===== config.mk =====
export PLATFORM = sky130hd
export DESIGN_NAME = log_arbiter
export DESIGN_NICKNAME = d
export VERILOG_FILES = /design/src/rtl/log_arbiter.sv
export SDC_FILE = /design/constraint.sdc
export NUM_CORES = 1
export LEC_CHECK = 0
export ABC_AREA = 1
export CAP_MARGIN = 0
export CORE_MARGIN = 5
export CORE_UTILIZATION = 35
export DETAILED_ROUTE_END_ITERATION = 8
export GPL_ROUTABILITY_DRIVEN = 0
export SETUP_SLACK_MARGIN = 0.5
export SLEW_MARGIN = 20
export SYNTH_ARGS = -nofsm -noshare
export SYNTH_HDL_FRONTEND = slang
export SYNTH_SLANG_ARGS = --single-unit

===== constraint.sdc =====
create_clock -name aclk -period 9.5 [get_ports aclk]
set_input_delay 1.9 -clock aclk [delete_from_list [all_inputs] [get_ports aclk]]
set_output_delay 1.9 -clock aclk [all_outputs]
set_load 0.005 [all_outputs]

===== src/rtl/log_arbiter.sv =====
// log_arbiter: severity-priority, round-robin arbiter sharing one log sink.
// Filters messages below cfg_verbosity and counts them in drop_cnt.
module log_arbiter #(
  parameter int NB_REQ = 4,
  parameter int ID_W   = 16
) (
  input  logic                      aclk,
  input  logic                      aresetn,
  input  logic [2:0]                cfg_verbosity,
  input  logic [NB_REQ-1:0]         req_valid,
  output logic [NB_REQ-1:0]         req_ready,
  input  logic [3*NB_REQ-1:0]       req_level,
  input  logic [ID_W*NB_REQ-1:0]    req_id,
  output logic                      out_valid,
  input  logic                      out_ready,
  output logic [2:0]                out_level,
  output logic [ID_W-1:0]           out_id,
  output logic [$clog2(NB_REQ)-1:0] out_src,
  output logic [15:0]               drop_cnt
);

  localparam int SW = $clog2(NB_REQ);
  localparam logic [SW:0] NB_S = (SW+1)'(NB_REQ);

  typedef enum logic {EMPTY, FULL} slot_t;

  slot_t             state;
  logic [SW-1:0]     rr_ptr;
  logic [2:0]        clv [NB_REQ];
  logic [NB_REQ-1:0] drop;
  logic [NB_REQ-1:0] elig;
  logic [NB_REQ-1:0] gnt;
  logic [2:0]        max_lvl;
  logic [SW-1:0]     win;
  logic              found;
  logic              load;
  logic              grant;
  logic [SW:0]       s;
  logic [SW:0]       nx;
  logic [4:0]        pc;
  logic [16:0]       dsum;

  // Clamp levels 5..7 to 4 and classify each request
  always_comb begin
    for (int i = 0; i < NB_REQ; i++) begin
      clv[i]  = (req_level[3*i +: 3] > 3'd4) ? 3'd4 : req_level[3*i +: 3];
      drop[i] = clv[i] < cfg_verbosity;
      elig[i] = req_valid[i] & ~drop[i];
    end
  end

  // Highest clamped level wins; ties go to first index at/after rr_ptr
  always_comb begin
    max_lvl = '0;
    found   = 1'b0;
    win     = '0;
    s       = '0;
    for (int i = 0; i < NB_REQ; i++)
      if (elig[i] && clv[i] > max_lvl) max_lvl = clv[i];
    for (int k = 0; k < NB_REQ; k++) begin
      s = {1'b0, rr_ptr} + (SW+1)'(k);
      if (s >= NB_S) s = s - NB_S;
      if (!found && elig[s[SW-1:0]] && clv[s[SW-1:0]] == max_lvl) begin
        found = 1'b1;
        win   = s[SW-1:0];
      end
    end
  end

  assign load  = (state == EMPTY) | out_ready;
  assign grant = load & found;

  // Ready: the single winner plus every filtered request
  always_comb begin
    gnt = '0;
    for (int i = 0; i < NB_REQ; i++)
      gnt[i] = grant & (win == SW'(i));
    req_ready = aresetn ? (gnt | (drop & req_valid)) : '0;
  end

  // Next pointer and saturating drop sum
  always_comb begin
    nx = {1'b0, win} + {{SW{1'b0}}, 1'b1};
    if (nx == NB_S) nx = '0;
    pc = '0;
    for (int i = 0; i < NB_REQ; i++)
      pc = pc + 5'(drop[i] & req_valid[i]);
    dsum = {1'b0, drop_cnt} + 17'(pc);
  end

  // Output slot FSM, round-robin pointer and drop counter
  always_ff @(posedge aclk or negedge aresetn) begin
    if (!aresetn) begin
      state     <= EMPTY;
      out_valid <= 1'b0;
      out_level <= '0;
      out_id    <= '0;
      out_src   <= '0;
      rr_ptr    <= '0;
      drop_cnt  <= '0;
    end else begin
      drop_cnt <= dsum[16] ? 16'hFFFF : dsum[15:0];
      if (grant) begin
        state     <= FULL;
        out_valid <= 1'b1;
        out_level <= req_level[3*win +: 3];
        out_id    <= req_id[ID_W*win +: ID_W];
        out_src   <= win;
        rr_ptr    <= nx[SW-1:0];
      end else if (load) begin
        state     <= EMPTY;
        out_valid <= 1'b0;
      end
    end
  end

endmodule


==> results.cfg, run 1 <==
[clock_tree]
cts_hold_buf = 0
cts_root_buf = clkbuf_16
clk_path_buf_depth = 2
clock_sinks = 40
clk_latency_ns = 0.29
htree_levels = 2
cts_tree = built
path_clk_slew_ns = 0.06
cts_made_buffers = 5

[final_layout]
num-fill-cells = 1154
seq_area_um2 = 1000
num_antenna_cells = 0
final_core_util_pct = 54.4
drive_above_1_share_pct = 22.0
multi_input_area_um2 = 3040
fin_area_um2 = 6480
nets = 933
area_growth_pct = 53.9

[drt]
top_layer = met4
met2WireLength_um = 7070
wl_met3_um = 1060
drt_iter0_drc = 249
routedWlPerCell_um = 15.0
m1WireLength_um = 6120
vias = 4822
drt-total-wl_um = 14600
drcViolationCount = 0
detail-route-antenna-nets = 0
first_pass_iters = 5
vias_per_cell = 4.97

[synthesis]
synth_fp_nets = 774
async_flop_share_pct = 100
synth_edf_count = 0
postSynthCellCount = 663
yosysMostFrequentCell = nand2_1
synth_top_area_share_pct = 23.8
yosys.area.top_type = dfrtp_1
yosys_warnings = 0
yosys-top-cells-count = nand2_1 (203), inv_1 (111), nand3_1 (69)
synth_cell_types = 42
ys_top_cells_by_area = dfrtp_1 (24%), nand2_1 (18%), inv_1 (9.9%), nand3_1 (8.2%), ha_1 (6.5%)
synth_ff_type = dfrtp_1
ys_seq_elements = 40
synth_seq_area_share_pct = 23.8
synth_area_um2 = 4210
synth_area_per_cell_um2 = 6.35

[global_routing]
grt_max_degree = 61
grt_pass1_wl_um = 23400
grt_pass1_vias = 4836
overflow = 0
antenna_found_initial = 0
grt_usage_pct = 19.9

[pwr]
pwr-share-comb_pct = 74.8
p_int_uw = 1010
p_clk_share_pct = 9.7
p_sw_uw = 1040
sw_frac_of_total_pct = 50.7
power_density_nw_per_um2 = 315
seqPwrFrac_pct = 15.5
totalPowerFinal_uw = 2040
peakVddDrop_mv = 0.286
p_leak_uw = 0.00327

[floorplanning]
core_area_um2 = 11900
dieHeight_um = 120
placementRows = 40
start_util_pct = 35.4
die_area_um2 = 14300
die_w_um = 120
io_pins = 128

[worst_setup_path]
worst_ep_required_time_ns = 7.60
worst-endpoint-arrival_ns = 6.92
critPathMostFrequentCell = nand2_2
start_kind = primary input
slowest_delay_ns = 0.29
critPathCaptureType = output pin
worstRegToRegCells = 20
critPathKind = primary input to output pin
slowest_stage = ha_4
rrSetupSlack_ns = 5.51
crit_cells = 42
worstPathMaxFanout = 6
cp_num_buf_inv = 7
cp_top_family = simple AND/OR/NAND/NOR gates

[placement]
portBuffers = 127
dpl_worst_slack_ns = -0.396
post_dp_cell_area_um2 = 5770
dp_hpwl_um = 11000

[run]
drv_cap = 0

[hold_path]
hold_class = flop to flop
hold_depth = 2

[sta]
rsz0062_at_grt = yes
finalSetupViolCount = 0
setup_slack_ns = 0.678
hold_violations = 0
drv_slew = 0
post-route-period-util_pct = 92.9
tns_ns = 0
slew_headroom_pct = 55.0
tightest_slew_ns = 0.675
fin_worst_skew_ns = 0.00491
fin_crit_ns = 8.82
timing.fmax_ghz = 0.113

[status]
status = finished, final reports clean
-- tightest hold or removal path: cells and delay by family (launching register included) --
kind / cells / cell delay, ns
flops: 1 / 0.34
simple gates: 2 / 0.11
-- final cells by class --
| type | count | share of cell area, % |
|---|---|---|
| Tap cell | 147 | 2.84 |
| Clock inverter | 3 | 0.734 |
| Multi-Input combinational cell | 481 | 46.9 |
| Clock buffer | 5 | 1.93 |
| Sequential cell | 40 | 15.4 |
| Inverter | 117 | 7.01 |
| Timing Repair Buffer | 177 | 25.2 |
-- power by group through the flow --
stage	Sequential (uW)	Combinational, uW	Clock [uW]
final	317	1530	198
after floorplan	298	936	0
after global placement	316	1350	0
after global routing	328	1710	210
after detailed placement	316	1360	0
after CTS	317	1400	203
-- what timing repair did --
| action | in CTS | in global routing |
|---|---|---|
| gates resized for setup | 60 | 79 |
| pin swaps | 31 | 53 |
| setup buffers | 9 | 7 |
| endpoints found under the setup margin | 4 | 4 |
-- cells in the final DEF (no fill, tap or decap), drive strengths merged, types with 3 or more instances in the layout --
cell / n
a21o: 4
a21oi: 14
a31oi: 3
buf: 57
clkbuf: 7
clkdlybuf4s50: 115
clkinv: 3
dfrtp: 40
dlymetal6s2s: 3
fa: 3
ha: 22
inv: 116
nand2: 218
nand3: 78
nand3b: 3
nand4: 27
nor2: 35
o211ai: 11
o21ai: 34
o22ai: 5
or2: 10
xor2: 5
-- through the flow --
stage	hold slack, ns	cells
2_1_floorplan	0.472	663
3_3_place_gp	0.467	946
3_5_place_dp	0.472	946
4_1_cts	0.490	963
5_1_grt	0.499	970
6_report	0.481	970
-- path summary, 6_finish.rpt --
path,from,end
worst max register to register,rr_ptr[0]$_DFFE_PN0P_,out_level[2]$_DFFE_PN0P_
max in group asynchronous,aresetn,out_id[4]$_DFFE_PN0P_
worst max-delay path,req_level[2],req_ready[3]
worst min-delay path,out_id[0]$_DFFE_PN0P_,out_id[0]$_DFFE_PN0P_
min in group asynchronous,aresetn,out_id[1]$_DFFE_PN0P_
worst min register to register,out_id[0]$_DFFE_PN0P_,out_id[0]$_DFFE_PN0P_
-- flip-flops by register name, summed over array words and instances (netlist names) --
register,flops
state,1
out_level,3
rr_ptr,2
drop_cnt,16
out_id,16
out_src,2
-- cell families after synthesis --
kind of cell,count (synthesis),synth area share (%)
adders and majority gates,25,7.96
AOI/OAI and AO/OA,74,10.2
DFF,40,23.8
and+or+nand+nor,375,42.2
xor gates and xnor gates,7,1.90
buffers and inverters,142,13.9
-- per-layer routing --
| metal | GRT usage [%] | up-vias |
|---|---|---|
| met5 | 0 | - |
| met4 | 5.80 | 0 |
| met3 | 5.47 | 23 |
| met2 | 33.8 | 160 |
| met1 | 24.7 | 2201 |
| li1 | - | 2438 |
Note: power is estimated with default switching activity, not from simulation.
==> inputs of run 2 (changes only) <==
--- a/config.mk
+++ b/config.mk
@@ -9,6 +9,7 @@
 export CAP_MARGIN = 0
 export CORE_MARGIN = 5
 export CORE_UTILIZATION = 35
+export CTS_BUF_LIST = sky130_fd_sc_hd__clkbuf_4 sky130_fd_sc_hd__clkbuf_8
 export DETAILED_ROUTE_END_ITERATION = 8
 export GPL_ROUTABILITY_DRIVEN = 0
 export SETUP_SLACK_MARGIN = 0.5
==> results.cfg, run 2 (synthesis gave the netlist of run 1 again) <==
[status]
status = finished, final reports clean

[pwr]
p_clk_share_pct = 7.5
peakVddDrop_mv = 0.279
pwr-share-comb_pct = 76.4
p_int_uw = 952
p_sw_uw = 1010
seqPwrFrac_pct = 16.1
power_density_nw_per_um2 = 307
p_leak_uw = 0.00326
sw_frac_of_total_pct = 51.6

[worst_setup_path]
slowest_delay_ns = 0.29
critPathCaptureType = output pin
worstRegToRegCells = 20
critPathKind = primary input to output pin
reg2reg_to = out_level[2]$_DFFE_PN0P_
worstPathMaxFanout = 6
rrSetupSlack_ns = 5.58
worstReg2RegStart = rr_ptr[0]$_DFFE_PN0P_
start_kind = primary input
critPathMostFrequentCell = nand2_2
worst-endpoint-arrival_ns = 6.86
slowest_stage = ha_4
worst_ep_required_time_ns = 7.60

[placement]
post_dp_cell_area_um2 = 5770
portBuffers = 127
dp_hpwl_um = 11000

[sta]
rsz0062_at_grt = yes
slew_headroom_pct = 55.3
drv_slew = 0
post-route-period-util_pct = 92.2
hold_violations = 0
fin_worst_skew_ns = 0.00732
fin_crit_ns = 8.76
finalSetupViolCount = 0
tightest_slew_ns = 0.670
timing.fmax_ghz = 0.114

[final_layout]
final_common_cell = nand2_1
nets = 935
drive_above_1_share_pct = 21.8
fin_area_um2 = 6410
final_core_util_pct = 53.9
top_regs = drop_cnt (16), out_id (16), out_level (3)
area_growth_pct = 52.3
final_cell_mix = nand2_1 (174), clkdlybuf4s50_1 (115), inv_1 (103)
num_antenna_cells = 0

[clock_tree]
cts_root_buf = clkbuf_8
clock_sinks = 40
cts_tree = built
clk_path_buf_depth = 2
htree_levels = 2
cts_hold_buf = 0
path_clk_slew_ns = 0.08
cts_made_buffers = 5
clk_latency_ns = 0.31

[floorplanning]
start_util_pct = 35.4
dieHeight_um = 120
core_area_um2 = 11900
placementRows = 40
io_pins = 128
die_area_um2 = 14300
die_w_um = 120

[hold_path]
hold_depth = 2
min_to = out_id[0]$_DFFE_PN0P_
hold_class = flop to flop
min-delay-start = out_id[0]$_DFFE_PN0P_

[drt]
routedWlPerCell_um = 15.0
detail-route-antenna-nets = 0
drt-total-wl_um = 14600
vias_per_cell = 4.92
drcViolationCount = 0
vias = 4784
drt_iter0_drc = 281
first_pass_iters = 4

[run]
drv_cap = 0

[global_routing]
grt_max_degree = 61
antenna_found_initial = 0
grt_pass1_vias = 4837
grt_pass1_wl_um = 23400
overflow = 0
grt_usage_pct = 19.9
run 2: changes by cell type in the layout (fill, tap and decap cells not counted), sizes merged:
cell and delta:
buf +2
run 2: worst max-delay path by stage:
| stage | startpoint | endpoint | slack (ns) | depth (start not counted) |
|---|---|---|---|---|
| after floorplan | req_level[1] | req_ready[3] | 0.87 | 44 |
| after global placement | req_level[2] | req_ready[3] | -0.16 | 43 |
| after detailed placement | req_level[2] | req_ready[3] | -0.40 | 43 |
| after CTS | req_level[1] | req_ready[2] | 0.52 | 43 |
| after global routing | req_level[1] | req_ready[0] | 0.36 | 44 |
| final | req_level[1] | req_ready[1] | 0.74 | 43 |
run 2: through the flow:
stage	worst slack, ns	cells	TNS (ns)	power, uW	hold slack [ns]
after global routing	0.359	972	0	2170	0.505
after CTS	0.515	963	0	1870	0.496
final	0.740	972	0	1970	0.486
after global placement	-0.158	946	-0.609	1660	0.467
after floorplan	0.874	663	0	1230	0.472
after detailed placement	-0.396	946	-1.51	1680	0.472
run 2: timing repair:
| item | 4_1_cts | 5_1_grt |
|---|---|---|
| endpoints found under the setup margin | 4 | 4 |
| resized for setup | 60 | 74 |
| pin swaps | 31 | 38 |
| setup buffers | 9 | 9 |
run 2: layer usage:
metal | track usage (%) | vias up | part of all wire [%]
met5 | 0 | - | 0
met4 | 6.01 | 0 | 2.2
met3 | 5.47 | 23 | 7.6
met2 | 33.8 | 132 | 49
met1 | 24.7 | 2195 | 41
li1 | - | 2434 | -
run 2: cell type report:
class / count / area (um2)
Clock inverter: 3 / 47.5
Timing Repair Buffer: 179 / 1650
Tap cell: 147 / 184
Clock buffer: 5 / 68.8
Sequential cell: 40 / 1000
Fill cell: 1180 / 5500
Inverter: 117 / 452
Multi-Input combinational cell: 481 / 3010
run 2: critical path, delay by kind of cell:
family / cells / cell delay, ns
fa+ha+maj: 5 / 1.23
simple gates: 27 / 2.43
compound gates: 3 / 0.44
buf+inv: 8 / 0.83
run 2: power by group through the flow:
stage / Sequential (uW) / Clock (uW) / Combinational (uW)
detailed placement: 316 / 0 / 1360
floorplan: 298 / 0 / 936
CTS: 317 / 153 / 1400
global placement: 316 / 0 / 1350
global route: 328 / 159 / 1690
finish: 316 / 148 / 1500
